`src/rtl/display_pkg.sv`:
```
// Shared types and defaults for the multiplexed 7-segment scan path.
package display_pkg;

  localparam int DIGIT_W          = 4;
  localparam int DEF_N_DIGITS     = 4;
  localparam int DEF_REFRESH_DIV  = 1000;
  localparam int DEF_GUARD_CYCLES = 1;

  typedef enum logic [1:0] {
    IDLE  = 2'd0,
    DRIVE = 2'd1,
    GUARD = 2'd2
  } scan_state_t;

endpackage

```
`src/rtl/scan_tick_gen.sv`:
```
// Divide counter for the scan FSM: flags the last drive cycle and the last guard cycle.
module scan_tick_gen #(
  parameter int REFRESH_DIV  = 1000,
  parameter int GUARD_CYCLES = 1
) (
  input  logic clk,
  input  logic rst,
  input  logic clr,
  output logic slot_end,
  output logic guard_end
);

  // Wide enough for whichever of the two intervals is longer.
  localparam int CNT_MAX = (REFRESH_DIV > GUARD_CYCLES) ? REFRESH_DIV : GUARD_CYCLES;
  localparam int CNT_W   = $clog2(CNT_MAX);

  logic [CNT_W-1:0] cnt;

  always_ff @(posedge clk or posedge rst) begin
    if (rst) begin
      cnt <= '0;
    end else if (clr) begin
      cnt <= '0;
    end else begin
      cnt <= cnt + CNT_W'(1);
    end
  end

  assign slot_end  = (cnt == CNT_W'(REFRESH_DIV - 1));
  assign guard_end = (cnt == CNT_W'(GUARD_CYCLES - 1));

endmodule

```
`src/rtl/display_scan_ctrl.sv`:
```
// Time-multiplexed digit scan controller with shadow/display double buffering.
// Optional leading-zero suppression is enabled by defining LEADING_ZERO_BLANK_EN.
module display_scan_ctrl
  import display_pkg::*;
#(
  parameter int N_DIGITS     = DEF_N_DIGITS,
  parameter int REFRESH_DIV  = DEF_REFRESH_DIV,
  parameter int GUARD_CYCLES = DEF_GUARD_CYCLES
) (
  input  logic                        iClk,
  input  logic                        iRst,
  input  logic                        iEn,
  input  logic                        iLoad,
  input  logic [DIGIT_W*N_DIGITS-1:0] iData,
  output logic [DIGIT_W-1:0]          oDigit,
  output logic [N_DIGITS-1:0]         oSel,
  output logic                        oBlank,
  output logic                        oFrame,
  output scan_state_t                 oDbgState,
  output logic                        oDbgPending
);

  localparam int                IDX_W   = $clog2(N_DIGITS);
  localparam int                DATA_W  = DIGIT_W * N_DIGITS;
  localparam logic [N_DIGITS-1:0] SEL_ONE = N_DIGITS'(1);

  scan_state_t       state, state_nxt;
  logic [IDX_W-1:0]  idx, idx_nxt;
  logic [DATA_W-1:0] shadow, shadow_nxt;
  logic [DATA_W-1:0] display, display_nxt;
  logic              pending, pending_nxt;
  logic              transfer, wrap, cnt_clr;
  logic              slot_end, guard_end;
  logic              suppress;
  logic [DIGIT_W-1:0]  digit_code;
  logic [N_DIGITS-1:0] sel_nxt;

  scan_tick_gen #(
    .REFRESH_DIV  (REFRESH_DIV),
    .GUARD_CYCLES (GUARD_CYCLES)
  ) u_tick (
    .clk       (iClk),
    .rst       (iRst),
    .clr       (cnt_clr),
    .slot_end  (slot_end),
    .guard_end (guard_end)
  );

  always_comb begin
    state_nxt = state;
    idx_nxt   = idx;
    transfer  = 1'b0;
    wrap      = 1'b0;
    if (!iEn) begin
      state_nxt = IDLE;
      idx_nxt   = '0;
    end else begin
      case (state)
        IDLE: begin
          state_nxt = DRIVE;
          idx_nxt   = '0;
          transfer  = 1'b1;
        end
        DRIVE: begin
          if (slot_end) state_nxt = GUARD;
        end
        GUARD: begin
          if (guard_end) begin
            state_nxt = DRIVE;
            if (idx == IDX_W'(N_DIGITS - 1)) begin
              idx_nxt  = '0;
              wrap     = 1'b1;
              transfer = 1'b1;
            end else begin
              idx_nxt = idx + IDX_W'(1);
            end
          end
        end
        default: state_nxt = IDLE;
      endcase
    end

    // Counter restarts on every state change and is parked at zero while idle.
    cnt_clr = (state_nxt != state) || (state_nxt == IDLE);

    // A load landing on a transfer edge bypasses the shadow so the newest data wins.
    shadow_nxt  = shadow;
    display_nxt = display;
    pending_nxt = pending;
    if (transfer && iLoad) begin
      display_nxt = iData;
      shadow_nxt  = iData;
      pending_nxt = 1'b0;
    end else if (transfer && pending) begin
      display_nxt = shadow;
      pending_nxt = 1'b0;
    end else if (iLoad) begin
      shadow_nxt  = iData;
      pending_nxt = 1'b1;
    end

    digit_code = display_nxt[idx_nxt*DIGIT_W +: DIGIT_W];
`ifdef LEADING_ZERO_BLANK_EN
    // Digit k is a leading zero when digits k..N-1 are all zero.
    suppress = (idx_nxt != '0) && ((display_nxt >> (idx_nxt*DIGIT_W)) == '0);
`else
    suppress = 1'b0;
`endif
    sel_nxt = ((state_nxt == DRIVE) && !suppress) ? (SEL_ONE << idx_nxt) : '0;
  end

  always_ff @(posedge iClk or posedge iRst) begin
    if (iRst) begin
      state   <= IDLE;
      idx     <= '0;
      shadow  <= '0;
      display <= '0;
      pending <= 1'b0;
      oSel    <= '0;
      oDigit  <= '0;
      oBlank  <= 1'b1;
      oFrame  <= 1'b0;
    end else begin
      state   <= state_nxt;
      idx     <= idx_nxt;
      shadow  <= shadow_nxt;
      display <= display_nxt;
      pending <= pending_nxt;
      oSel    <= sel_nxt;
      oBlank  <= ~|sel_nxt;
      oFrame  <= wrap;
      if (state_nxt == DRIVE) oDigit <= digit_code;
    end
  end

  assign oDbgState   = state;
  assign oDbgPending = pending;

endmodule

```
`config.mk`:
```
export PLATFORM = sky130hd
export DESIGN_NAME = display_scan_ctrl
export DESIGN_NICKNAME = d
export VERILOG_FILES = /design/src/rtl/display_pkg.sv /design/src/rtl/scan_tick_gen.sv /design/src/rtl/display_scan_ctrl.sv
export SDC_FILE = /design/constraint.sdc
export NUM_CORES = 1
export LEC_CHECK = 0
export CAP_MARGIN = 20
export CORE_AREA = 3 3 89 91
export DETAILED_ROUTE_END_ITERATION = 12
export DIE_AREA = 0 0 92 94
export SYNTH_ARGS = -nofsm -noshare
export SYNTH_HDL_FRONTEND = slang
export SYNTH_SLANG_ARGS = --single-unit
```
`constraint.sdc`:
```
create_clock -name iClk -period 6 [get_ports iClk]
set_input_delay 1.2 -clock iClk [delete_from_list [all_inputs] [get_ports iClk]]
set_output_delay 1.2 -clock iClk [all_outputs]
set_load 0.005 [all_outputs]
```
# Word level (Yosys, flattened, before mapping)
# Cells that the tools add are included.
# classes
addsub	2
eq_ne	7
shifts	2
mux	24
reduce_logical	11
# op_table
op	n
2-to-1 mux 16 bit	5
indexed part select 16 x 5 -> 4 bit	1
2-to-1 mux 2 bit	6
adder 10 x 1 -> 10 bit (second input constant)	1
equality test 10 bit (second input constant)	1
logical NOT 10 bit	1
2-to-1 mux 10 bit	1
2-to-1 mux 1 bit	8
one-hot mux 2 bit (3 select lines)	1
equality test 2 x 1 -> 1 bit (second input constant)	2
equality test 2 bit (second input constant)	2
logical NOT 2 bit	2
2-to-1 mux 4 bit	1
one-hot mux 2 bit (2 select lines)	1
OR reduction 4 bit	1
<< shifter 1 x 2 -> 4 bit (first input constant)	1
nonzero test 3 bit	1
adder 2 x 1 -> 2 bit (second input constant)	1
logical AND 1 bit	2
!= test 2 bit	1
!= test 2 bit (second input constant)	1
one-hot mux 1 bit (2 select lines)	1
AND reduction 2 bit	1
nonzero test 2 bit	1
other kinds (2)	2
# word_totals
register_bits	57
inputBits	20
output_inout_bits	13
word_cells	56

# Longest topological paths before layout
# Gate-level depths: netlist (run 1).
# depth
ltp_word	9
mapped_depth	9
mapped_depth_nobuf	8

# By module
# From an unflattened synthesis (run 1), not the netlist that was laid out.
# unflattened
hier_cells	240
area_unflattened_um2	2825.2
# modules_own_cells
mod	n_inst	cells_each	area_each_um2	seq_area_each_um2
display_scan_ctrl	1	187	2316.0	1177.4
scan_tick_gen	1	53	509.2	250.2

# Worst setup path after synthesis (run 1)
# OpenSTA, ideal clock, no wires.
# synth_timing
kind	input to register
start	input port iEn
end	register oDigit[2]
arrival_ns	2.866
setup_slack_ns	2.984
path_stages	7
path_buffers	1
path_cell_list	nand3b_1 > o41a_4 > buf_6 > a22oi_1 > a31oi_1 > a2111oi_1 > mux2i_1
# synth_via
elab_chain_len	5
word_cells_on_any_way	9
cone_classes	1 x eq/ne; 1 x shift; 5 x mux; 2 x reduce/logical
# synth_rtl
item	line_no	text
from (decl)	display_scan_ctrl.sv:12	input logic iEn,
2-to-1 mux 1 bit	display_scan_ctrl.sv:54	if (!iEn) begin
logical AND 1 bit	display_scan_ctrl.sv:94	end else if (transfer && pending) begin
2-to-1 mux 16 bit	display_scan_ctrl.sv:94	
2-to-1 mux 16 bit	display_scan_ctrl.sv:90	if (transfer && iLoad) begin
indexed part select 16 x 5 -> 4 bit	display_scan_ctrl.sv:102	digit_code = display_nxt[idx_nxt*DIGIT_W +: DIGIT_W];
to (signal assigned)	display_scan_ctrl.sv:132	if (state_nxt == DRIVE) oDigit <= digit_code;
to (decl)	display_scan_ctrl.sv:15	output logic [DIGIT_W-1:0] oDigit,
# Several ways; a longest one is shown, not always the timed one.
# A chain may end at the register's enable or synchronous reset.

# Worst setup path after layout (run 1)
# layout_timing
start	input port iEn
end	register oDigit[1]
# The elaborated chain is that of the path after synthesis.

==> summary.md, run 1 <==
| Metric | Value |
|---|---|
| Result of the run | `finished, final reports clean` |
| Leakage dissipation | `1.57 nW` |
| Htree depth | `3` |
| Post-route insts no fill | `478` |
| Antenna diodes | `0` |
| Final wirelength | `8130 µm` |
| Critical Path Start Type | `input pin` |
| Clk sinks | `between 50 and 60` |
| Crit. End Element | `register` |
| Setup WS post-layout | `2140 ps` |
| Die Ht | `94 µm` |
| Post-synth top flop | `dfrtp_1` |
| DRC | `0` |
| Fillers | `709` |
| Register area share after synthesis | `44.6%` |
| Syn Area/Cell | `roughly 9.2 µm²` |
| Number of max-cap violations | `0` |
| CTS tree | `yes` |
| Routed Antenna Nets | `0` |
| DP Wirelength | `about 5200 µm` |
| Metal2 WL | `3840 µm` |
| Vias in the first global route | `2650` |
| Commonest cells after routing, fill and taps aside | `56 x dfrtp_1, 34 x nand2_1, 32 x clkdlybuf4s50_1` |
| Fmax | `259 MHz` |
| Design area | `approximately 3800 µm²` |
| Slew headroom | `32.6%` |
| First-pass GRT wire length | `13600 µm` |
| Synth top area cells | `dfrtp_1 44%, nand2_1 4.0%, a211oi_1 3.8%` |
| Slew Limit Fails | `0` |
| CTS resizes | `0` |
| Setup TNS | `0 ps` |
| Total core area | `7210 µm²` |
| Synth unique cells | `53` |
| Metal3 WL | `395 µm` |
| Initial core utilization | `44.3%` |
| Die Width | `92 µm` |
| Initial DRC count | `197` |
| Clock-pin transition on the worst setup and hold timing paths | `70 ps` |
| Crit-path slowest cell | `a211oi_1` |
| Multi-input gate area | `1560 µm²` |
| Register area | `roughly 1400 µm²` |
| Placed Area | `between 3000 and 4000 µm²` |
| Worst skew pair latency | `~340 ps` |
| Gpl congestion | `0.850` |
| Crit-path cells | `clkdlybuf4s50_1 -> clkinv_1 -> a211oi_1 -> a31oi_1 -> a2111oi_0 -> mux2i_1` |
| Final Hold Violating Endpoints | `0` |
| Routed wire length per instance | `17.0 µm` |
| Final min period | `3860 ps` |
| Min-Delay Path Class | `reg -> reg` |
| Nets | `397` |
| Top Metal Used | `met4` |
| GR Util All Layers | `20.4%` |
| Cts hold-fix bufs | `0` |
| Post-CTS setup buffers | `0` |
| Clock skew | `~9.0 ps` |
| Share of cells above drive strength 1 | `10.3%` |
| Net Count, Synth | `369` |
| Post-synth top area share | `43.8%` |
| Pre-antenna DRT Iters | `4` |
| Clock Tree Buf Depth | `2` |
| Grt total ovfl | `0` |
| Final setup fails | `0` |
| Post-Synthesis Cells | `between 300 and 400` |
| I/O pin cnt | `33` |
| Avg Vias per Cell | `roughly 5.6` |
| Port Buf Inserts | `32` |
| WP data required | `slightly above 6000 ps` |
| Commonest non-fill, non-tap cell in the layout | `dfrtp_1` |
| Largest net degree at the start of global routing | `58` |
| Hold_ws | `512 ps` |
| Area Overhead vs Synth | `18.0%` |
| Worst-path fanout max | `18` |
| Max incr delay on CP | `970 ps` |
| Post-placement cell count | `461` |
| Yosys reg bits | `57` |
| Maximum vdd ir drop | `roughly 140 µV` |
| Post-Syn Area | `3200 µm²` |
| RSZ-0062 raised after global routing | `false` |
| Worst path arrival time | `just over 4000 ps` |
| Worst setup path class | `in -> reg` |
| PwrDens | `273 nW/µm²` |
| Slew of the pin with the lowest slew margin | `1000 ps` |
| Vias | `2695` |
| Number of antenna violations at the first check in global routing | `0` |
| Clk root buf | `clkbuf_8` |
| EDFF count, synth | `0` |
| Cell taking the most area after synthesis | `dfrtp_1` |
| Place WS | `1810 ps` |
| Row count | `31` |
| FFs w/ async S/R, synth | `100%` |
| Die Footprint | `just under 9000 µm²` |
| Synth Warn # | `0` |
| CTS Buf Count | `9` |
| Routed met1 length | `3700 µm` |
| Fin crit share | `64.4%` |
cell usage after synthesis (all sizes together), types with 2 or more instances:
master / instances
nor4: 4
nand3b: 15
buf: 2
a31oi: 8
nor2: 25
nor3: 7
o21ai: 18
inv: 24
nand2: 34
mux2i: 5
a211oi: 17
and3: 5
or2: 2
or3b: 3
clkbuf: 17
xnor2: 5
o21a: 2
ha: 3
xor2: 3
nor2b: 4
mux2: 4
a2111oi: 4
and2: 7
a22o: 2
nand3: 13
dfrtp: 56
nor3b: 3
a21oi: 22
a22oi: 17
stage by stage:
step                      utilization, %  power, W
after floorplan                        -  0.000562
after global placement              49.2  0.000627
after detailed placement            49.2  0.000630
after CTS                           52.2   0.00104
after global routing                52.3   0.00108
final                               52.3   0.00103
worst paths after layout:
kind	from	endpoint	slack, ps	depth (start not counted)
max	iEn	oDigit[1]	2140	6
min	u_tick.cnt[0]	u_tick.cnt[0]	510	1
max reg2reg	oDbgPending	oDigit[1]	2900	6
min reg2reg	u_tick.cnt[0]	u_tick.cnt[0]	510	1
max in group asynchronous	iRst	shadow[5]	4120	3
min in group asynchronous	iRst	oSel[1]	1370	3
power by group:
group          internal, W  switching [W]
registers         0.000429      0.0000372
logic            0.0000777      0.0000805
clock network     0.000245       0.000162
worst max-delay path: cells and delay by family:
| family | cells | cell delay (ps) |
|---|---|---|
| AOI/OAI and AO/OA | 3 | 1660 |
| buffers and inverters | 2 | 1060 |
| muxes | 1 | 120 |
logic make-up after synthesis:
| group | synth area share, % |
|---|---|
| AND/OR/NAND/NOR | 21.0 |
| adder cells (fa/ha/maj) | 1.17 |
| AO/OA/AOI/OAI | 21.4 |
| flip-flops | 44.6 |
| buffers and inverters | 6.65 |
| multiplexers | 2.97 |
| XOR/XNOR | 2.19 |
layer usage:
metal  up-vias  global-route usage [%]
li1       1305                       -
met1      1304                    27.3
met2        71                    32.2
met3        15                    3.77
met4         0                    9.28
met5         -                       0
sequential cells by signal, summed over array words and instances (netlist names):
register / flops
oBlank: 1
oDigit: 4
display: 16
oSel: 4
shadow: 16
oDbgState: 2
oDbgPending: 1
idx: 2
oFrame: 1
u_tick.cnt: 10
layout make-up:
cell class / instances / share of cell area (%)
Clock buffer: 11 / 3.75
Clock inverter: 5 / 2.09
Inverter: 25 / 2.49
Multi-Input combinational cell: 245 / 41.3
Sequential cell: 57 / 37.8
Tap cell: 99 / 3.28
Timing Repair Buffer: 36 / 9.28
Power figures use the tool's default switching activity.
==> run 2, diff against run 1 <==
--- a/config.mk
+++ b/config.mk
@@ -9,6 +9,7 @@
 export CORE_AREA = 3 3 89 91
 export DETAILED_ROUTE_END_ITERATION = 12
 export DIE_AREA = 0 0 92 94
+export PLACE_DENSITY = 0.67
 export SYNTH_ARGS = -nofsm -noshare
 export SYNTH_HDL_FRONTEND = slang
 export SYNTH_SLANG_ARGS = --single-unit
==> constraint.sdc (replaced) <==
create_clock -name iClk -period 3.2 [get_ports iClk]
set_input_delay 0.64 -clock iClk [delete_from_list [all_inputs] [get_ports iClk]]
set_output_delay 0.64 -clock iClk [all_outputs]
set_load 0.005 [all_outputs]
==> run 2 against run 1 <==
  * Combinational power increased by 100%
  * Count of clock-buffer cells in the layout grew 1
  * Hold slack got worse by 0.92 ps
  * Routed wire length decreased by 3.2%
  * Final area is 3.1% higher
  * Sequential share of layout area shrank 1.2 points
  * Highest routed layer unchanged
  * Register-to-register slack worse by 2500 ps
  * Sequential cell count unchanged
  * Total power rose by 88%
  * Die area stayed put
  * Critical endpoint unchanged
==> summary.md, run 2 (synthesized netlist as in run 1, its figures left out) <==
| Metric | Value |
|---|---|
| Die Width | `92 µm (unchanged)` |
| Routed wire length per instance | `16.2 µm (was 17.0 µm)` |
| Avg Vias per Cell | `5.68 (was 5.64)` |
| Worst-path fanout max | `16 (was 18)` |
| Row count | `31 (unchanged)` |
| Initial DRC count | `177 (was 197)` |
| Min-Delay Startpoint | `u_tick.cnt[0] (unchanged)` |
| Post-placement cell count | `471 (was 461)` |
| Clk pwr share | `39.2% (was 39.4%)` |
| Die Ht | `94 µm (unchanged)` |
| Leakage dissipation | `1.62 nW (was 1.57 nW)` |
| Htree depth | `3 (unchanged)` |
| Gate power share | `16.3% (was 15.3%)` |
| Vias | `2765 (was 2695)` |
| Crit-path slowest cell | `o41a_4 (was a211oi_1)` |
| CTS Buf Count | `9 (unchanged)` |
| Pre-antenna DRT Iters | `7 (was 4)` |
| R2r startpoint | `u_tick.cnt[0] (was oDbgPending)` |
| Fin crit share | `about nine tenths` |
| Design area | `3890 µm² (was 3770 µm²)` |
| Total core area | `7210 µm² (unchanged)` |
| Crit-path cells | `inv_1 -> ha_1 -> or3b_2 -> o41a_4 -> a22oi_1 -> nand3_1 -> a2111oi_0 -> mux2i_1 (was clkdlybuf4s50_1 -> clkinv_1 -> a211oi_1 -> a31oi_1 -> a2111oi_0 -> mux2i_1)` |
| Final Hold Violating Endpoints | `0 (unchanged)` |
| Number of max-cap violations | `0 (unchanged)` |
| Register area | `1430 µm² (unchanged)` |
| Vias in the first global route | `2704 (was 2650)` |
| Final setup fails | `0 (unchanged)` |
| Crit. End Element | `register (unchanged)` |
| CTS resizes | `0 (unchanged)` |
| Result of the run | `finished, final reports clean (unchanged)` |
| WP data required | `3400 ps (was 6180 ps)` |
| PwrDens | `498 nW/µm² (was 273 nW/µm²)` |
| Clock Tree Buf Depth | `2 (unchanged)` |
| Setup TNS | `0 ps (unchanged)` |
| CTS tree | `yes (unchanged)` |
| Initial core utilization | `44.3% (unchanged)` |
| Grt total ovfl | `0 (unchanged)` |
| Maximum vdd ir drop | `279 µV (was 136 µV)` |
| Die Footprint | `8650 µm² (unchanged)` |
| RSZ-0062 raised after global routing | `false (unchanged)` |
| Slew Limit Fails | `0 (unchanged)` |
| Largest net degree at the start of global routing | `50 (was 58)` |
| GR Util All Layers | `19.1% (was 20.4%)` |
| Fmax | `~350 MHz` |
| Top cell family by delay on the critical path | `compound AO/OA/AOI/OAI gates (unchanged)` |
| Final wirelength | `7870 µm (was 8130 µm)` |
| Routed Antenna Nets | `0 (unchanged)` |
| Multi-input gate area | `1560 µm² (unchanged)` |
| Net switching power | `0.000517 W (was 0.000280 W)` |
| CP startpoint | `u_tick.cnt[0] (was iEn)` |
| Clock skew | `6.67 ps (was 9.04 ps)` |
| Clk root buf | `clkbuf_8 (unchanged)` |
| Slew headroom | `33.3% (was 32.6%)` |
| Commonest cells after routing, fill and taps aside | `56 x dfrtp_1, 34 x nand2_1, 32 x clkdlybuf4s50_1 (unchanged)` |
| First-pass GRT wire length | `13100 µm (was 13600 µm)` |
| Worst setup path class | `reg -> reg (was in -> reg)` |
| Sequential Power Share | `44.5% (was 45.2%)` |
| Cts hold-fix bufs | `0 (unchanged)` |
| Placed Area | `3670 µm² (was 3550 µm²)` |
| Worst skew pair latency | `330 ps (was 340 ps)` |
| Buf/Inv on CP | `1 (was 2)` |
| Post-CTS setup buffers | `0 (unchanged)` |
| DRC | `0 (unchanged)` |
| Commonest non-fill, non-tap cell in the layout | `dfrtp_1 (unchanged)` |
| Share of cells above drive strength 1 | `12.1% (was 10.3%)` |
| DP Wirelength | `5410 µm (was 5200 µm)` |
| Min-Delay Path Class | `reg -> reg (unchanged)` |
| Port Buf Inserts | `32 (unchanged)` |
| Clk sinks | `57 (unchanged)` |
| Nets | `406 (was 397)` |
| Clock-pin transition on the worst setup and hold timing paths | `70 ps (about the same)` |
| Critical Path Start Type | `register (was input pin)` |
| Sw Ratio | `26.7% (was 27.1%)` |
| Post-route insts no fill | `487 (was 478)` |
| Antenna diodes | `0 (unchanged)` |
| Final min period | `2830 ps` |
| Worst path arrival time | `3030 ps (was 4050 ps)` |
| I/O pin cnt | `33 (unchanged)` |
| Number of antenna violations at the first check in global routing | `0 (unchanged)` |
| Area Overhead vs Synth | `21.7% (was 18.0%)` |
| Internal power | `0.00142 W (was 0.000751 W)` |
| Slew of the pin with the lowest slew margin | `997 ps (was 1000 ps)` |
| Gpl congestion | `0.825 (was 0.850)` |
| Fillers | `653 (was 709)` |
| Max incr delay on CP | `580 ps (was 970 ps)` |
| Largest regs | `display: 16 flops, shadow: 16 flops, u_tick.cnt: 10 flops (unchanged)` |
-- run 2: power groups by stage --
| stage | Clock [W] | Combinational (W) | Sequential (W) |
|---|---|---|---|
| floorplan | 0 | 0.000198 | 0.000857 |
| global placement | 0 | 0.000310 | 0.000869 |
| detailed placement | 0 | 0.000318 | 0.000872 |
| finish | 0.000760 | 0.000316 | 0.000863 |
| CTS | 0.000776 | 0.000319 | 0.000861 |
| global route | 0.000806 | 0.000353 | 0.000871 |
-- run 2: path summary, 6_finish.rpt --
check	cells past startpoint	end	slack [ps]
max in group asynchronous	3	shadow[14]	1840
min	1	u_tick.cnt[0]	510
max reg2reg	8	oDigit[1]	370
min reg2reg	1	u_tick.cnt[0]	510
max	8	oDigit[1]	370
min in group asynchronous	2	oSel[1]	760
-- run 2: cell type report --
cell class / count / area share [%]
inverters: 25 / 2.41
clock inverters: 4 / 1.96
well taps: 99 / 3.18
clock buffers: 12 / 3.73
repair buffers: 45 / 12.0
flip-flops and latches: 57 / 36.7
multi-input cells: 245 / 40.0
-- run 2: metal layers --
metal	global-route usage [%]	vias to the layer above	wire length, µm
li1	-	1326	-
met5	0	-	0
met3	3.61	16	448
met4	7.05	0	122
met1	25.2	1318	3480
met2	31.4	105	3810
-- run 2: through the flow --
step / total power (W) / utilization [%] / hold slack [ps] / setup slack (ps)
after floorplan: 0.00105 / - / 464 / 572
after global placement: 0.00118 / 50.9 / 480 / 215
after detailed placement: 0.00119 / 50.9 / 499 / 150
after CTS: 0.00196 / 54.0 / 512 / 362
after global routing: 0.00203 / 54.0 / 553 / 82.6
final: 0.00194 / 54.0 / 511 / 368
